File: src/rtl/tx_pkt_source_pkg.sv
// Shared types and constants for the host-side packet source feeding the serial transmitter.
package tx_pkt_source_pkg;

    localparam int PKT_W = 55;

    typedef enum logic [1:0] {
        IDLE   = 2'd0,
        LAUNCH = 2'd1,
        BUSY   = 2'd2
    } tx_state_e;

    localparam tx_state_e RST_STATE = IDLE;
    localparam logic      RST_VALID = 1'b0;

endpackage

File: src/rtl/tx_pkt_source_if.sv
// Core-side push handshake and transmitter-side launch handshake of tx_pkt_source.
interface tx_pkt_source_if
    import tx_pkt_source_pkg::*;
#(
    parameter int DATA_W = PKT_W
);
    logic [DATA_W-1:0] In_Data;
    logic              In_Valid;
    logic              In_Ready;
    logic              TX_Ready;
    logic [DATA_W-1:0] TX_Data;
    logic              TX_Data_Valid;

    // master is the packet source itself; slave is the core/transmitter side
    modport master (
        input  In_Data, In_Valid, TX_Ready,
        output In_Ready, TX_Data, TX_Data_Valid
    );

    modport slave (
        output In_Data, In_Valid, TX_Ready,
        input  In_Ready, TX_Data, TX_Data_Valid
    );
endinterface

File: src/rtl/tx_pkt_source_pkt_fifo.sv
// Synchronous DEPTH x DATA_W FIFO with show-ahead head; pointers wrap naturally (power-of-2 depth).
module pkt_fifo
    import tx_pkt_source_pkg::*;
#(
    parameter int DATA_W = PKT_W,
    parameter int DEPTH  = 4,
    parameter int ADDR_W = 2
) (
    input  logic              clk,
    input  logic              rst,
    input  logic              push,
    input  logic [DATA_W-1:0] push_data,
    input  logic              pop,
    output logic [DATA_W-1:0] head,
    output logic [ADDR_W:0]   count,
    output logic              full,
    output logic              empty
);
    localparam logic [ADDR_W:0] FULL_CNT = (ADDR_W+1)'(DEPTH);

    logic [DATA_W-1:0] mem [DEPTH];
    logic [ADDR_W-1:0] wr_ptr;
    logic [ADDR_W-1:0] rd_ptr;
    logic              push_ok;
    logic              pop_ok;

    assign full    = (count == FULL_CNT);
    assign empty   = (count == '0);
    // a pop never frees room for a same-cycle push into a full FIFO
    assign push_ok = push && !full;
    assign pop_ok  = pop && !empty;
    assign head    = mem[rd_ptr];

    always_ff @(posedge clk) begin
        if (push_ok) begin
            mem[wr_ptr] <= push_data;
        end
    end

    always_ff @(posedge clk) begin
        if (rst) begin
            wr_ptr <= '0;
            rd_ptr <= '0;
            count  <= '0;
        end else begin
            if (push_ok) begin
                wr_ptr <= wr_ptr + 1'b1;
            end
            if (pop_ok) begin
                rd_ptr <= rd_ptr + 1'b1;
            end
            case ({push_ok, pop_ok})
                2'b10:   count <= count + 1'b1;
                2'b01:   count <= count - 1'b1;
                default: count <= count;
            endcase
        end
    end

endmodule

File: src/rtl/tx_pkt_source.sv
// Buffers router packets and launches them one at a time to the serial transmitter,
// holding TX_Data stable from launch until the transmitter returns to idle.
module tx_pkt_source
    import tx_pkt_source_pkg::*;
#(
    parameter int DATA_W = PKT_W,
    parameter int DEPTH  = 4,
    parameter int ADDR_W = 2,
    parameter int CNT_W  = 16
) (
    input  logic                Clk_S,
    input  logic                Rst,
    tx_pkt_source_if.master     bus,
    output logic [ADDR_W:0]     Fifo_Count,
    output logic [CNT_W-1:0]    Pkts_Sent
);
    tx_state_e         state_q;
    tx_state_e         state_d;
    logic              pop;
    logic              sent_inc;
    logic              push;
    logic              full;
    logic              empty;
    logic [DATA_W-1:0] head;
    logic [DATA_W-1:0] tx_data_q;
    logic              tx_vld_q;

    assign bus.In_Ready      = !Rst && !full;
    assign push              = bus.In_Valid && bus.In_Ready;
    assign bus.TX_Data       = tx_data_q;
    assign bus.TX_Data_Valid = tx_vld_q;

    pkt_fifo #(
        .DATA_W (DATA_W),
        .DEPTH  (DEPTH),
        .ADDR_W (ADDR_W)
    ) u_fifo (
        .clk       (Clk_S),
        .rst       (Rst),
        .push      (push),
        .push_data (bus.In_Data),
        .pop       (pop),
        .head      (head),
        .count     (Fifo_Count),
        .full      (full),
        .empty     (empty)
    );

    always_comb begin
        state_d  = state_q;
        pop      = 1'b0;
        sent_inc = 1'b0;
        case (state_q)
            IDLE: begin
                if (!empty && bus.TX_Ready) begin
                    pop     = 1'b1;
                    state_d = LAUNCH;
                end
            end
            LAUNCH: begin
                // TX_Ready seen low means the transmitter has taken the packet
                if (!bus.TX_Ready) begin
                    sent_inc = 1'b1;
                    state_d  = BUSY;
                end
            end
            BUSY: begin
                if (bus.TX_Ready) begin
                    if (!empty) begin
                        pop     = 1'b1;
                        state_d = LAUNCH;
                    end else begin
                        state_d = IDLE;
                    end
                end
            end
            default: state_d = IDLE;
        endcase
    end

    always_ff @(posedge Clk_S) begin
        if (Rst) begin
            state_q   <= RST_STATE;
            tx_vld_q  <= RST_VALID;
            tx_data_q <= '0;
            Pkts_Sent <= '0;
        end else begin
            state_q  <= state_d;
            tx_vld_q <= (state_d == LAUNCH);
            if (pop) begin
                tx_data_q <= head;
            end
            if (sent_inc) begin
                Pkts_Sent <= Pkts_Sent + 1'b1;
            end
        end
    end

endmodule

File: src/flat_wrapper.sv
// flat-port wrapper written by rule: the top's interface ports become plain ports
module tx_pkt_source_flat import tx_pkt_source_pkg::*;
#(
    parameter int DATA_W = PKT_W,
    parameter int DEPTH  = 4,
    parameter int ADDR_W = 2,
    parameter int CNT_W  = 16
)
  (Clk_S, Rst, Fifo_Count, Pkts_Sent, bus_In_Data, bus_In_Valid, bus_TX_Ready, bus_In_Ready, bus_TX_Data, bus_TX_Data_Valid);
  tx_pkt_source_if #(.DATA_W(DATA_W)) bus_i ();
  input  logic Clk_S;
  input  logic Rst;
  output logic [ADDR_W:0] Fifo_Count;
  output logic [CNT_W-1:0] Pkts_Sent;
  input wire logic [$bits(bus_i.In_Data)-1:0] bus_In_Data;
  input wire logic [$bits(bus_i.In_Valid)-1:0] bus_In_Valid;
  input wire logic [$bits(bus_i.TX_Ready)-1:0] bus_TX_Ready;
  output wire logic [$bits(bus_i.In_Ready)-1:0] bus_In_Ready;
  output wire logic [$bits(bus_i.TX_Data)-1:0] bus_TX_Data;
  output wire logic [$bits(bus_i.TX_Data_Valid)-1:0] bus_TX_Data_Valid;
  assign bus_i.In_Data = bus_In_Data;
  assign bus_i.In_Valid = bus_In_Valid;
  assign bus_i.TX_Ready = bus_TX_Ready;
  assign bus_In_Ready = bus_i.In_Ready;
  assign bus_TX_Data = bus_i.TX_Data;
  assign bus_TX_Data_Valid = bus_i.TX_Data_Valid;
  tx_pkt_source #(.DATA_W(DATA_W), .DEPTH(DEPTH), .ADDR_W(ADDR_W), .CNT_W(CNT_W)) u_core (.Clk_S(Clk_S), .Rst(Rst), .bus(bus_i), .Fifo_Count(Fifo_Count), .Pkts_Sent(Pkts_Sent));
endmodule
File: config.mk
export PLATFORM = sky130hd
export DESIGN_NAME = tx_pkt_source_flat
export DESIGN_NICKNAME = d
export VERILOG_FILES = /design/src/rtl/tx_pkt_source_pkg.sv /design/src/rtl/tx_pkt_source_if.sv /design/src/rtl/tx_pkt_source_pkt_fifo.sv /design/src/rtl/tx_pkt_source.sv /design/src/flat_wrapper.sv
export SDC_FILE = /design/constraint.sdc
export NUM_CORES = 1
export LEC_CHECK = 0
export ABC_CLOCK_PERIOD_IN_PS = 4700
export CORE_ASPECT_RATIO = 1.25
export CORE_MARGIN = 3
export CORE_UTILIZATION = 38
export DETAILED_ROUTE_END_ITERATION = 6
export DONT_BUFFER_PORTS = 1
export GPL_TIMING_DRIVEN = 0
export PLACE_DENSITY = 0.56
export SETUP_SLACK_MARGIN = 0.4
export SYNTH_ARGS = -nofsm -noshare
export SYNTH_HDL_FRONTEND = slang
export SYNTH_SLANG_ARGS = --single-unit
File: constraint.sdc
create_clock -name Clk_S -period 4.7 [get_ports Clk_S]
set_input_delay 1.41 -clock Clk_S [delete_from_list [all_inputs] [get_ports Clk_S]]
set_output_delay 1.41 -clock Clk_S [all_outputs]
set_load 0.02 [all_outputs]
==> metrics.log, run 1 <==
INFO  metric outcome = finished clean
INFO  metric yosysTopAreaCell = edfxtp_1
INFO  metric drtIter0Drc = 308
INFO  metric cts_setup_buffers = 0
INFO  metric cts-hold-fix-buffers = 0
INFO  metric postSynthRegisterBits = 301
INFO  metric leakagePower = 3.907 nW
INFO  metric final_hold_viol_count = 0
INFO  metric final.min_clock_period = 4.046 ns
INFO  metric clock_power_share = 35.2%
INFO  metric fin_area = 12,560 um^2
INFO  metric syn_inst = 668
INFO  metric critical_path_class = in2out
INFO  metric numPortBuffers = 0
INFO  metric worst-slew-pin-transition = 1.084 ns
INFO  metric initial_utilization = 38.63%
INFO  metric placedInstanceArea = 11,540 um^2
INFO  metric share_comb_of_total_power = 15.6%
INFO  metric switchingPower = 0.001908 W
INFO  metric arrival = 2.64 ns
INFO  metric finalWirelength = 23,110 um
INFO  metric drtPass1Iterations = 4
INFO  metric max_freq = 247.2 MHz
INFO  metric grt_usage = 14.83%
INFO  metric largest_net_degree_at_the_start_of_global_routing = 34
INFO  metric synthesis.area_per_instance = 16.47 um^2
INFO  metric worst_setup_path_start_kind = input port
INFO  metric min-delay-path-class = reg2reg
INFO  metric htree_num_levels = 1
INFO  metric synth_flop_cell = edfxtp_1
INFO  metric cts_root_buffer = clkbuf_16
INFO  metric end_kind = output port
INFO  metric tritoncts_num_sinks = 301
INFO  metric place_congestion = 0.7328
INFO  metric report.final.slew_viol_count = 0
INFO  metric drcViolationCount = 0
INFO  metric design.final.nets = 770
INFO  metric area_growth = 14.14%
INFO  metric crit_fanout = 10
INFO  metric globalRouteOverflowTotal = 0
INFO  metric post_synth_instance_area = 11,000 um^2
INFO  metric asyncSetResetFlopFracSynth = 0%
INFO  metric vias_per_cell = 5.163
INFO  metric n_antenna_cell = 0
INFO  metric final-instance-count-excl-fill = 1,083
INFO  metric dp_hpwl = 14,490 um
INFO  metric cp_data_required_time = 3.29 ns
INFO  metric synth.yosys.warnings = 0
INFO  metric final.period_utilization = 86.08%
INFO  metric placed_cells = 1,027
INFO  metric ir_drop = 434.1 uV
INFO  metric design.die.area = 31,050 um^2
INFO  metric reg2reg_slack = 1.38 ns
INFO  metric post-synth-top-count-cell = edfxtp_1
INFO  metric final_standard_cell_utilization_of_the_core = 44.09%
INFO  metric power.switching_fraction = 27.61%
INFO  metric numCtsBuffers = 30
INFO  metric floorplan.io_pins = 135
INFO  metric synth.distinct_cells = 35
INFO  metric antenna_violating_nets_post_route = 0
INFO  metric synth-seq-area-share = 74.77%
INFO  metric grt_setup_unrepaired = false
INFO  metric cts_tree = built
INFO  metric num_vias = 5,592
INFO  metric grt_pass1_vias = 5,963
INFO  metric n_fill_cell = 2,512
INFO  metric p_int = 0.005003 W
INFO  metric setup_viol = 0
INFO  metric dieWidth = 158.2 um
INFO  metric synth_enable_flop_cells = 220
INFO  metric netlist_top_cells_count = 220 x edfxtp_1, 117 x nand2_1, 81 x dfxtp_1, 65 x a21oi_1, 55 x mux4_2
INFO  metric post-synth-top-area-fraction = 60.03%
INFO  metric clock_path_buffers = 3
INFO  metric p_per_area = 550.2 nW/um^2
INFO  metric clock_insertion_delay_worst_skew = 0.56 ns
INFO  metric finalClockSkew = 0.02047 ns
INFO  metric core_area = 28,490 um^2
INFO  metric drive_gt1_share = 17.31%
INFO  metric yosys-top-cells-area = edfxtp_1 60%, dfxtp_1 15%, mux4_2 11%, nand2_1 4.0%, a21oi_1 3.0%
INFO  metric seqPwrFrac = 49.2%
INFO  metric grt_first_pass_wirelength = 34,640 um
INFO  metric post_cts_resize_count = 0
INFO  metric clk_pin_slew_worst_paths = 0.06 ns
INFO  metric max_cap_viol_count = 0
INFO  metric mappedNetlistNets = 734
INFO  metric max-slew-margin-rel = 27.32%
INFO  metric die_height = 196.3 um
INFO  metric fp-row-count = 69
INFO  metric route.detailed.wl_per_inst = 21.34 um
INFO  metric antenna_found_initial = 0
==> layout by cell type (no fill, tap or decap), drive strengths merged, types with 8 or more instances in the layout <==
master and count:
clkinv 15, clkbuf 55, a21oi 65, nand3 8
buf 16, dfxtp 81, edfxtp 220, mux4 55
xnor2 11, nor2 18, inv 12, nand2 117
==> flip-flops by register name, summed over array words and instances, names as in the netlist <==
register	flops
u_core.u_fifo.rd_ptr	2
u_core.state_q	2
u_core.u_fifo.wr_ptr	2
u_core.u_fifo.mem	220
u_core.bus.TX_Data	55
u_core.bus.TX_Data_Valid	1
u_core.Pkts_Sent	16
u_core.u_fifo.count	3
==> cell type report <==
type | instances | area, um^2 | area share [%]
sequential | 301 | 8228 | 65.50
multi-input combinational | 322 | 2604 | 20.73
clock buffer | 32 | 789.5 | 6.285
tap | 355 | 444.2 | 3.536
clock inverter | 24 | 232.7 | 1.853
buffer | 35 | 145.1 | 1.155
timing repair buffer | 4 | 80.08 | 0.6375
inverter | 10 | 37.54 | 0.2988
==> critical path, stage by stage <==
cell and delay [ns]:
clkbuf_1 0.53, clkbuf_1 0.47, a21oi_1 0.23
==> per-stage QoR <==
| stage | total power (W) | hold slack (ns) | worst slack (ns) | TNS, ns |
|---|---|---|---|---|
| after global routing | 0.007244 | 0.5812 | 0.4914 | 0 |
| after global placement | 0.004549 | 0.5205 | -0.4200 | -90.80 |
| after CTS | 0.007031 | 0.5641 | 0.5518 | 0 |
| final | 0.006911 | 0.5610 | 0.6544 | 0 |
| after floorplan | 0.004244 | 0.5080 | 0.9004 | 0 |
| after detailed placement | 0.004582 | 0.5552 | 0.5590 | 0 |
==> per-layer routing <==
metal / share of wire, % / routed length (um) / global-route usage, % / vias to the layer above
met5: 0 / 0 / 0 / -
met4: 1.9 / 440 / 4.080 / 0
met3: 7.3 / 1676 / 4.744 / 32
met2: 53 / 12330 / 27.07 / 126
met1: 37 / 8666 / 16.44 / 2856
li1: - / - / - / 2578
==> path summary, 6_finish.rpt <==
check / startpoint / to / cells after the start
setup / recovery: Rst / bus_In_Ready / 3
hold / removal: u_core.u_fifo.wr_ptr[1] / u_core.u_fifo.wr_ptr[1] / 2
setup reg to reg: u_core.u_fifo.count[2] / u_core.u_fifo.count[2] / 11
hold reg to reg: u_core.u_fifo.wr_ptr[1] / u_core.u_fifo.wr_ptr[1] / 2
==> logic make-up (layout without fill, tap and decap cells) <==
logic type,after synthesis,after routing,share of synthesized area (%)
AOI/OAI and AO/OA,72,72,3.320
xor gates and xnor gates,15,15,1.194
adders and majority gates,7,7,0.8641
buffers and inverters,45,105,1.660
DFF,301,301,74.77
muxes,57,57,11.46
and+or+nand+nor,171,171,6.731
==> power groups by stage <==
stage / combinational [W] / clock [W] / sequential, W
after global routing: 0.00121 / 0.00261 / 0.00343
after global placement: 0.00108 / 0 / 0.00347
after floorplan: 0.000841 / 0 / 0.00340
after CTS: 0.00112 / 0.00250 / 0.00341
after detailed placement: 0.00112 / 0 / 0.00347
final: 0.00108 / 0.00243 / 0.00340
No activity file was read; power rests on OpenSTA's default activity.
==> inputs of run 2 (changes only) <==
==> constraint.sdc (replaced) <==
create_clock -name Clk_S -period 4.7 [get_ports Clk_S]
set_input_delay 1.41 -clock Clk_S [delete_from_list [all_inputs] [get_ports Clk_S]]
set_output_delay 1.41 -clock Clk_S [all_outputs]
set_load 0.005 [all_outputs]
==> results of run 2 <==
Same layout as run 1 (identical final DEF). Status: finished clean.
Among the figures that moved: setup slack after placement 0.5590 ns -> 0.6492 ns; setup slack after layout 0.6544 ns -> 0.7566 ns; hold slack 0.5610 ns -> 0.4807 ns; register-to-register setup slack 1.38 ns -> 1.50 ns; end point of the worst hold path u_core.u_fifo.wr_ptr[1] -> u_core.bus.TX_Data[20]; total power 0.006911 W -> 0.006755 W; worst IR drop on VDD 434.1 uV -> 423.7 uV
==> inputs of run 3 (changes only) <==
ABC_CLOCK_PERIOD_IN_PS = 4000   (was 4700)
clock period = 4 ns   (was 4.7 ns; I/O delays follow)
==> metrics.log, run 3 (synthesis results as in run 1) <==
INFO  metric ir_drop = 497.8 uV
INFO  metric clock_path_buffers = 3
INFO  metric place_congestion = 0.7328
INFO  metric cts_root_buffer = clkbuf_16
INFO  metric largest_net_degree_at_the_start_of_global_routing = 34
INFO  metric worstSetupEndpoint = bus_In_Ready
INFO  metric setup_viol = 0
INFO  metric drive_gt1_share = 17.45%
INFO  metric largest_reg_flops = 220
INFO  metric share_comb_of_total_power = 16.0%
INFO  metric arrival = 2.06 ns
INFO  metric reg2reg_slack = 0.80 ns
INFO  metric worst-slew-pin-transition = 1.084 ns
INFO  metric max-slew-margin-rel = 27.32%
INFO  metric leakagePower = 3.910 nW
INFO  metric final-instance-count-excl-fill = 1,083
INFO  metric placed_cells = 1,027
INFO  metric drcViolationCount = 0
INFO  metric clock_insertion_delay_worst_skew = 0.56 ns
INFO  metric area_growth = 14.16%
INFO  metric initial_utilization = 38.63%
INFO  metric cts-hold-fix-buffers = 0
INFO  metric critical_path.reg2reg.startpoint = u_core.u_fifo.count[2]
INFO  metric final_hold_viol_count = 0
INFO  metric reg2reg_to = u_core.u_fifo.count[2]
INFO  metric antenna_violating_nets_post_route = 0
INFO  metric fin_area = 12,560 um^2
INFO  metric top_register = u_core.u_fifo.mem
INFO  metric vias_per_cell = 5.160
INFO  metric n_fill_cell = 2,513
INFO  metric route.detailed.wl_per_inst = 21.34 um
INFO  metric switchingPower = 0.002058 W
INFO  metric cts_tree = built
INFO  metric most_frequent_standard_cell_in_the_layout_excluding_fill_and_tap_cells = edfxtp_1
INFO  metric placedInstanceArea = 11,540 um^2
INFO  metric end_kind = output port
INFO  metric finalWirelength = 23,110 um
INFO  metric numPortBuffers = 0
INFO  metric p_per_area = 631.8 nW/um^2
INFO  metric clk_pin_slew_worst_paths = 0.06 ns
INFO  metric finalClockSkew = 0.02025 ns
INFO  metric grt_first_pass_wirelength = 34,640 um
INFO  metric numCtsBuffers = 30
INFO  metric clock_power_share = 36.0%
INFO  metric final.period_utilization = 81.61%
INFO  metric drtIter0Drc = 308
INFO  metric final_standard_cell_utilization_of_the_core = 44.09%
INFO  metric core_area = 28,490 um^2
INFO  metric worst_setup_path_start_kind = input port
INFO  metric design.die.area = 31,050 um^2
INFO  metric report.final.slew_viol_count = 0
INFO  metric max_cap_viol_count = 0
INFO  metric worst_setup_path_startpoint = Rst
INFO  metric tritoncts_num_sinks = 301
INFO  metric cts_setup_buffers = 0
INFO  metric globalRouteOverflowTotal = 0
INFO  metric n_antenna_cell = 0
INFO  metric power.switching_fraction = 25.92%
INFO  metric dp_hpwl = 14,490 um
INFO  metric fp-row-count = 69
INFO  metric crit_fanout = 10
INFO  metric post_cts_resize_count = 1
INFO  metric cp_data_required_time = 2.80 ns
INFO  metric grt_setup_unrepaired = false
INFO  metric num_vias = 5,588
INFO  metric outcome = finished clean
INFO  metric die_height = 196.3 um
INFO  metric reg2regPathDepth = 11
INFO  metric floorplan.io_pins = 135
INFO  metric critical_path_class = in2out
INFO  metric min-delay-path-class = reg2reg
INFO  metric antenna_found_initial = 0
INFO  metric final.min_clock_period = 3.264 ns
INFO  metric mostFrequentLayoutCells = 220 x edfxtp_1, 117 x nand2_1, 81 x dfxtp_1, 65 x a21oi_1, 55 x mux4_2
INFO  metric drtPass1Iterations = 4
INFO  metric grt_pass1_vias = 5,963
INFO  metric seqPwrFrac = 48.1%
INFO  metric grt_usage = 14.83%
INFO  metric max_freq = 306.3 MHz
INFO  metric dieWidth = 158.2 um
INFO  metric htree_num_levels = 1
INFO  metric p_int = 0.005880 W
INFO  metric design.final.nets = 770
==> run 3: changes by cell type in the layout (fill, tap and decap cells not counted) <==
cell / change
clkbuf_1: -1
clkbuf_2: +1
==> run 3: power groups by stage <==
stage | clock [W] | sequential (W) | combinational [W]
3_3_place_gp | 0 | 0.00389 | 0.00127
3_5_place_dp | 0 | 0.00389 | 0.00131
5_1_grt | 0.00306 | 0.00385 | 0.00142
6_report | 0.00286 | 0.00381 | 0.00127
4_1_cts | 0.00294 | 0.00382 | 0.00131
2_1_floorplan | 0 | 0.00381 | 0.000988
==> run 3: cell type report <==
cell class,count,area [um^2],share of cell area (%)
Clock inverter,24,232.7,1.853
Clock buffer,32,789.5,6.285
Timing Repair Buffer,4,80.08,0.6375
Buffer,35,146.4,1.165
Sequential cell,301,8228,65.50
Tap cell,355,444.2,3.536
Multi-Input combinational cell,322,2604,20.73
Inverter,10,37.54,0.2988
==> run 3: stage by stage <==
| step | hold WS, ns | setup WS, ns | total power [W] | TNS [ns] |
|---|---|---|---|---|
| 6_report | 0.4807 | 0.7357 | 0.007937 | 0 |
| 5_1_grt | 0.5005 | 0.5564 | 0.008329 | 0 |
| 4_1_cts | 0.4819 | 0.6776 | 0.008078 | 0 |
| 3_5_place_dp | 0.4730 | 0.1592 | 0.005200 | 0 |
| 2_1_floorplan | 0.4527 | 0.4104 | 0.004802 | 0 |
| 3_3_place_gp | 0.4728 | -0.9100 | 0.005161 | -198.60 |
==> run 3: worst min-delay path by stage <==
stage                           start                     end  depth (start not counted)
2_1_floorplan   u_core.bus.TX_Data[0]   u_core.bus.TX_Data[0]                          2
3_3_place_gp   u_core.bus.TX_Data[25]  u_core.bus.TX_Data[25]                          2
3_5_place_dp   u_core.bus.TX_Data[20]  u_core.bus.TX_Data[20]                          2
4_1_cts        u_core.bus.TX_Data[20]  u_core.bus.TX_Data[20]                          2
5_1_grt        u_core.bus.TX_Data[40]  u_core.bus.TX_Data[40]                          2
6_report       u_core.bus.TX_Data[20]  u_core.bus.TX_Data[20]                          2
==> run 3: layer usage <==
layer / global-route usage, % / share of wire (%)
met3: 4.744 / 7.3
met4: 4.080 / 1.9
met5: 0 / 0
met1: 16.44 / 37
met2: 27.07 / 53
==> run 3: worst max-delay path, stage by stage <==
cell      delay [ns]
clkbuf_2        0.29
clkbuf_1        0.45
a21oi_1         0.12
